**src/rtl/adder7_err_monitor.sv**
```systemverilog
// Streaming error monitor for an approximate 7-input popcount adder.
// Optional histogram of absolute errors is enabled with macro ERR_HIST_EN.
module adder7_err_monitor #(
   parameter int WINDOW = 256,
   parameter int CNT_W  = 16,
   parameter int SUM_W  = 20
) (
   input  logic             i_clk,
   input  logic             i_rst,
   input  logic             i_start,
   input  logic             i_in_valid,
   output logic             o_in_ready,
   input  logic [6:0]       i_in_vec,
   input  logic [3:0]       i_in_approx,
   output logic             o_busy,
   output logic             o_done,
   output logic [CNT_W-1:0] o_sample_cnt,
   output logic [CNT_W-1:0] o_err_cnt,
   output logic [SUM_W-1:0] o_err_sum,
   output logic [3:0]       o_err_max
`ifdef ERR_HIST_EN
   ,
   input  logic [2:0]       i_hist_sel,
   output logic [CNT_W-1:0] o_hist_cnt
`endif
);

   typedef enum logic [1:0] {S_IDLE, S_RUN, S_DRAIN, S_DONE} state_t;

   state_t           r_state;
   logic [CNT_W-1:0] r_acc_cnt;
   logic             r_in_ready;
   logic             r_busy;
   logic             r_done;
   logic             r_vld_p1;
   logic [3:0]       r_abs_err_p1;
   logic [CNT_W-1:0] r_sample_cnt;
   logic [CNT_W-1:0] r_err_cnt;
   logic [SUM_W-1:0] r_err_sum;
   logic [3:0]       r_err_max;

   logic w_accept;
   logic w_clear;
   logic w_last;

   function automatic logic [3:0] popcount7(input logic [6:0] v);
      logic [3:0] c;
      c = '0;
      for (int i = 0; i < 7; i++) c = c + {3'b000, v[i]};
      return c;
   endfunction

   function automatic logic [3:0] abs_diff(input logic [3:0] approx, input logic [3:0] exact);
      logic signed [4:0] d;
      d = $signed({1'b0, approx}) - $signed({1'b0, exact});
      return (d < 0) ? 4'(-d) : 4'(d);
   endfunction

   function automatic logic [SUM_W-1:0] sat_add(input logic [SUM_W-1:0] acc, input logic [3:0] e);
      logic [SUM_W:0] s;
      s = {1'b0, acc} + {{(SUM_W-3){1'b0}}, e};
      return s[SUM_W] ? {SUM_W{1'b1}} : s[SUM_W-1:0];
   endfunction

   assign w_accept = r_in_ready & i_in_valid;
   assign w_clear  = i_start & ((r_state == S_IDLE) | (r_state == S_DONE));
   assign w_last   = w_accept & (r_acc_cnt == CNT_W'(WINDOW - 1));

   // Control FSM with registered handshake/status outputs
   always_ff @(posedge i_clk or posedge i_rst) begin
      if (i_rst) begin
         r_state    <= S_IDLE;
         r_acc_cnt  <= '0;
         r_in_ready <= 1'b0;
         r_busy     <= 1'b0;
         r_done     <= 1'b0;
      end else begin
         case (r_state)
            S_IDLE, S_DONE: begin
               if (i_start) begin
                  r_state    <= S_RUN;
                  r_acc_cnt  <= '0;
                  r_in_ready <= 1'b1;
                  r_busy     <= 1'b1;
                  r_done     <= 1'b0;
               end
            end
            S_RUN: begin
               if (w_accept) r_acc_cnt <= r_acc_cnt + CNT_W'(1);
               if (w_last) begin
                  r_state    <= S_DRAIN;
                  r_in_ready <= 1'b0;
               end
            end
            S_DRAIN: begin
               if (!r_vld_p1) begin
                  r_state <= S_DONE;
                  r_busy  <= 1'b0;
                  r_done  <= 1'b1;
               end
            end
            default: begin
               r_state    <= S_IDLE;
               r_in_ready <= 1'b0;
               r_busy     <= 1'b0;
               r_done     <= 1'b0;
            end
         endcase
      end
   end

   // Stage 1: exact count and absolute error
   always_ff @(posedge i_clk or posedge i_rst) begin
      if (i_rst) r_vld_p1 <= 1'b0;
      else       r_vld_p1 <= w_accept;
   end

   always_ff @(posedge i_clk) begin
      if (w_accept) r_abs_err_p1 <= abs_diff(i_in_approx, popcount7(i_in_vec));
   end

   // Stage 2: accumulators
   always_ff @(posedge i_clk or posedge i_rst) begin
      if (i_rst) begin
         r_sample_cnt <= '0;
         r_err_cnt    <= '0;
         r_err_sum    <= '0;
         r_err_max    <= '0;
      end else if (w_clear) begin
         r_sample_cnt <= '0;
         r_err_cnt    <= '0;
         r_err_sum    <= '0;
         r_err_max    <= '0;
      end else if (r_vld_p1) begin
         r_sample_cnt <= r_sample_cnt + CNT_W'(1);
         if (r_abs_err_p1 != 4'd0) r_err_cnt <= r_err_cnt + CNT_W'(1);
         r_err_sum <= sat_add(r_err_sum, r_abs_err_p1);
         if (r_abs_err_p1 > r_err_max) r_err_max <= r_abs_err_p1;
      end
   end

`ifdef ERR_HIST_EN
   logic [CNT_W-1:0] r_hist [8];
   logic [CNT_W-1:0] r_hist_cnt;
   logic [2:0]       w_bin;

   assign w_bin = (r_abs_err_p1 >= 4'd7) ? 3'd7 : r_abs_err_p1[2:0];

   always_ff @(posedge i_clk or posedge i_rst) begin
      if (i_rst) begin
         for (int i = 0; i < 8; i++) r_hist[i] <= '0;
         r_hist_cnt <= '0;
      end else begin
         if (w_clear) begin
            for (int i = 0; i < 8; i++) r_hist[i] <= '0;
         end else if (r_vld_p1) begin
            r_hist[w_bin] <= r_hist[w_bin] + CNT_W'(1);
         end
         r_hist_cnt <= r_hist[i_hist_sel];
      end
   end

   assign o_hist_cnt = r_hist_cnt;
`endif

   assign o_in_ready   = r_in_ready;
   assign o_busy       = r_busy;
   assign o_done       = r_done;
   assign o_sample_cnt = r_sample_cnt;
   assign o_err_cnt    = r_err_cnt;
   assign o_err_sum    = r_err_sum;
   assign o_err_max    = r_err_max;

endmodule

```
**config.mk**
```make
export PLATFORM = sky130hd
export DESIGN_NAME = adder7_err_monitor
export DESIGN_NICKNAME = d
export VERILOG_FILES = /design/src/rtl/adder7_err_monitor.sv
export SDC_FILE = /design/constraint.sdc
export NUM_CORES = 1
export LEC_CHECK = 0
export CORE_ASPECT_RATIO = 2
export CORE_MARGIN = 2
export CORE_UTILIZATION = 49
export CTS_BUF_LIST = sky130_fd_sc_hd__clkbuf_16
export CTS_CLUSTER_DIAMETER = 120
export CTS_CLUSTER_SIZE = 24
export DETAILED_ROUTE_END_ITERATION = 12
export PLACE_DENSITY = 0.79
export SYNTH_ARGS = -nofsm -noshare
export SYNTH_HDL_FRONTEND = slang
export SYNTH_SLANG_ARGS = --single-unit
```
**constraint.sdc**
```tcl
create_clock -name i_clk -period 2.5 [get_ports i_clk]
set_clock_uncertainty 0.1 [all_clocks]
set_input_delay 0.5 -clock i_clk [delete_from_list [all_inputs] [get_ports i_clk]]
set_output_delay 0.5 -clock i_clk [all_outputs]
set_load 0.03 [all_outputs]
```
==> results.cfg <==
[run_status]
outcome = complete, but fails checks
violations = setup timing

[sta]
setup_ws_ns = -1.80
period_needed_ns = 4.30
slew_violations = 0
hold_ws_ns = 0.410
fin_crit_sh = 1.72
max_freq_mhz = 233
timing.setup.tns_ns = -5.80
finalSetupViolations = 4
finalHoldViolCount = 0
rsz0062_at_grt = yes
maxSlewHeadroom = 0.639
worst_pin_slew_ns = 0.537

[global_routing]
antenna_found_initial = 0
grt_pass1_vias = 4039
overflow = 0
track_usage = 0.231
grt_pass1_wl_um = 18900
grt_max_degree = 50

[yosys]
synthesis.nets = 515
synth_enable_flop_cells = 4
ys_ff_latch = 82
synthMostInstantiatedCell = dfrtp_1
yosys-top-cells-area = dfrtp_1 (42%), xor2_1 (5.3%), ha_1 (4.9%), nor2_1 (4.8%), fa_1 (4.3%)
synth-seq-area-share = 0.447
synth_top_cell_by_area = dfrtp_1
synth_cell_type_count = 53
yosysWarnings = 0
syn_area_per_cell_um2 = 9.81
synth_top_area_share = 0.421
netlist_top_cells_count = dfrtp_1 (78), nor2_1 (59), inv_1 (38)
syn_inst = 472
async_flop_share = 0.951
ys.flop_type = dfrtp_1
syn_area_mm2 = 0.00463

[detailed_routing]
wl_um = 11300
drtAntennaViolNets = 0
wl_per_cell_um = 16.6
num_vias = 3952
drt_iter0_drc = 321
drc_errors = 0
routed_via_density = 5.82
drt_pass1_iterations = 4

[critical_path]
cpLargestDelayFamily = adder cells
cp.arrival_ns = 4.39
critPathKind = in2reg
critPathMaxFanout = 2
crit_top_cell = fa_1
endpoint_kind = flip-flop
max_stage_delay_ns = 0.55
slowest_stage = or4_4
crit_buf_inv = 4
crit_required_ns = 2.59
cp-start-kind = input port
crit_chain = buf_6 -> fa_1 -> inv_2 -> fa_1 -> fa_1 -> inv_1 -> fa_1 -> fa_2 -> inv_2 -> fa_1 -> or4_4 -> a21oi_2 -> nor2_1 -> o21ai_1

[layout]
utilization = 0.648
final_area_mm2 = 0.00600
antenna_cells = 0
drive_gt1_frac = 0.120
layout.nets = 613
area_growth_pct = 29.6

[power]
peakVddDrop_mv = 0.660
leakage_nw = 2.72
p_per_area_mw_per_mm2 = 947

[hold_path]
hp-class = reg2reg

[floorplan]
core-area_mm2 = 0.00926
initial_core_util = 0.500
dieArea_mm2 = 0.0103
die_y_um = 142
pin_count = 74
die_x_um = 72.8
rows = 50

[clocking]
htreeDepth = 3
cts_tree = done
clk_pin_slew_ns = 0.07
cts_buffers = 9
cts_hold_buffers = 0
cts_sinks = 82
clockRootBuffer = clkbuf_16
worst_skew_pair.late_latency_ns = 0.34
clock_path_buffers = 2

[placed_design]
dpl_cell_area_mm2 = 0.00567
io_buffers = 73
globalplace.congestion = 0.833
post-dp-hpwl_um = 8220

[run]
max-cap-violations = 0
-- report_power, final --
| group | internal, mW | switching [mW] | leakage, nW |
|---|---|---|---|
| registers | 1.56 | 0.214 | 1.09 |
| clock network | 0.772 | 0.541 | 0.151 |
| logic | 1.07 | 1.53 | 1.48 |
-- cell usage in the layout, fill, tap and decap left out, drive strengths merged, types with 2 or more instances in the layout --
cell / synthesis / routed
clkbuf: 7 / 9
nand2: 29 / 29
o211a: 3 / 3
buf: 8 / 32
xor2: 28 / 28
xnor2: 15 / 15
ha: 18 / 18
nor4: 5 / 5
edfxtp: 4 / 4
nand4: 13 / 13
a21oi: 15 / 15
and3: 11 / 11
nand3: 26 / 26
a211o: 2 / 2
nor3: 12 / 12
o22ai: 2 / 2
a211oi: 5 / 5
o21ai: 23 / 23
o31ai: 3 / 3
clkdlybuf4s50: 0 / 67
and4: 12 / 12
clkinv: 0 / 3
nor2b: 2 / 2
inv: 38 / 40
a311oi: 4 / 4
dfrtp: 78 / 78
dlygate4sd2: 0 / 3
mux2i: 4 / 4
nor2: 59 / 59
a31oi: 10 / 10
nand2b: 4 / 4
or3: 4 / 4
nor3b: 5 / 5
and2: 3 / 3
fa: 10 / 10
-- per-stage QoR --
| step | total power, mW | setup WS, ns | instances |
|---|---|---|---|
| CTS | 5.63 | -1.90 | 677 |
| floorplan | 3.36 | -1.86 | 472 |
| finish | 5.68 | -1.80 | 679 |
| detailed placement | 4.28 | -2.56 | 661 |
| global placement | 4.12 | -2.39 | 661 |
| global route | 6.05 | -1.90 | 679 |
-- worst reg2reg max path, stage by stage, from the launching register on --
cell      delay, ns
dfrtp_1        0.36
ha_1           0.18
inv_1          0.05
fa_1           0.40
nand2b_2       0.25
a211o_1        0.31
nand2b_4       0.20
buf_4          0.17
a31oi_1        0.15
o211a_1        0.15
-- state kept, by name (all words and copies together), names as in the netlist --
name	cells
o_busy	1
o_done	1
o_err_cnt	16
o_sample_cnt	16
r_acc_cnt	16
o_err_sum	20
o_in_ready	1
o_err_max	4
r_vld_p1	1
r_abs_err_p1	4
r_state	2
-- layout make-up --
cell class | instances | area, µm²
fill | 748 | 3260
timing repair buffer | 102 | 965
multi-input combinational | 337 | 2400
clock buffer | 9 | 225
inverter | 38 | 146
tap | 104 | 130
clock inverter | 7 | 67.6
sequential | 82 | 2070
-- per-layer routing --
metal  vias to the layer above  global-route usage  wire [µm]
met1                      1968               0.249       4110
met2                       104               0.424       6420
li1                       1846                   -          -
met4                         0               0.102        405
met3                        34              0.0419        347
met5                         -                   0          0
-- path summary, 6_finish.rpt --
| check | from | to | slack (ns) | cells after the start |
|---|---|---|---|---|
| worst max-delay path | i_in_vec[3] | r_abs_err_p1[3] | -1.80 | 14 |
| worst max register to register | o_err_sum[0] | o_err_sum[5] | 0.12 | 9 |
| min in group asynchronous | i_rst | o_err_sum[16] | 0.42 | 2 |
| max in group asynchronous | i_rst | o_err_cnt[3] | 1.29 | 3 |
| worst min register to register | o_err_sum[7] | o_err_sum[7] | 0.41 | 1 |
| worst min-delay path | o_err_sum[7] | o_err_sum[7] | 0.41 | 1 |
-- timing repair --
item / CTS / global route
setup endpoints to repair: 8 / 9
setup buffers: 0 / 2
gates resized for setup: 24 / 3
pin swaps: 11 / 7
hold endpoints to repair: 0 / 0
-- logic make-up after synthesis --
logic type,count (synthesis),share of synthesized area
adder cells (fa/ha/maj),28,0.0918
XOR/XNOR,43,0.0813
AND/OR/NAND/NOR,188,0.216
flip-flops,82,0.447
multiplexers,4,0.00864
AO/OA/AOI/OAI,74,0.109
buffers and inverters,53,0.0465
Power figures use the tool's default switching activity.
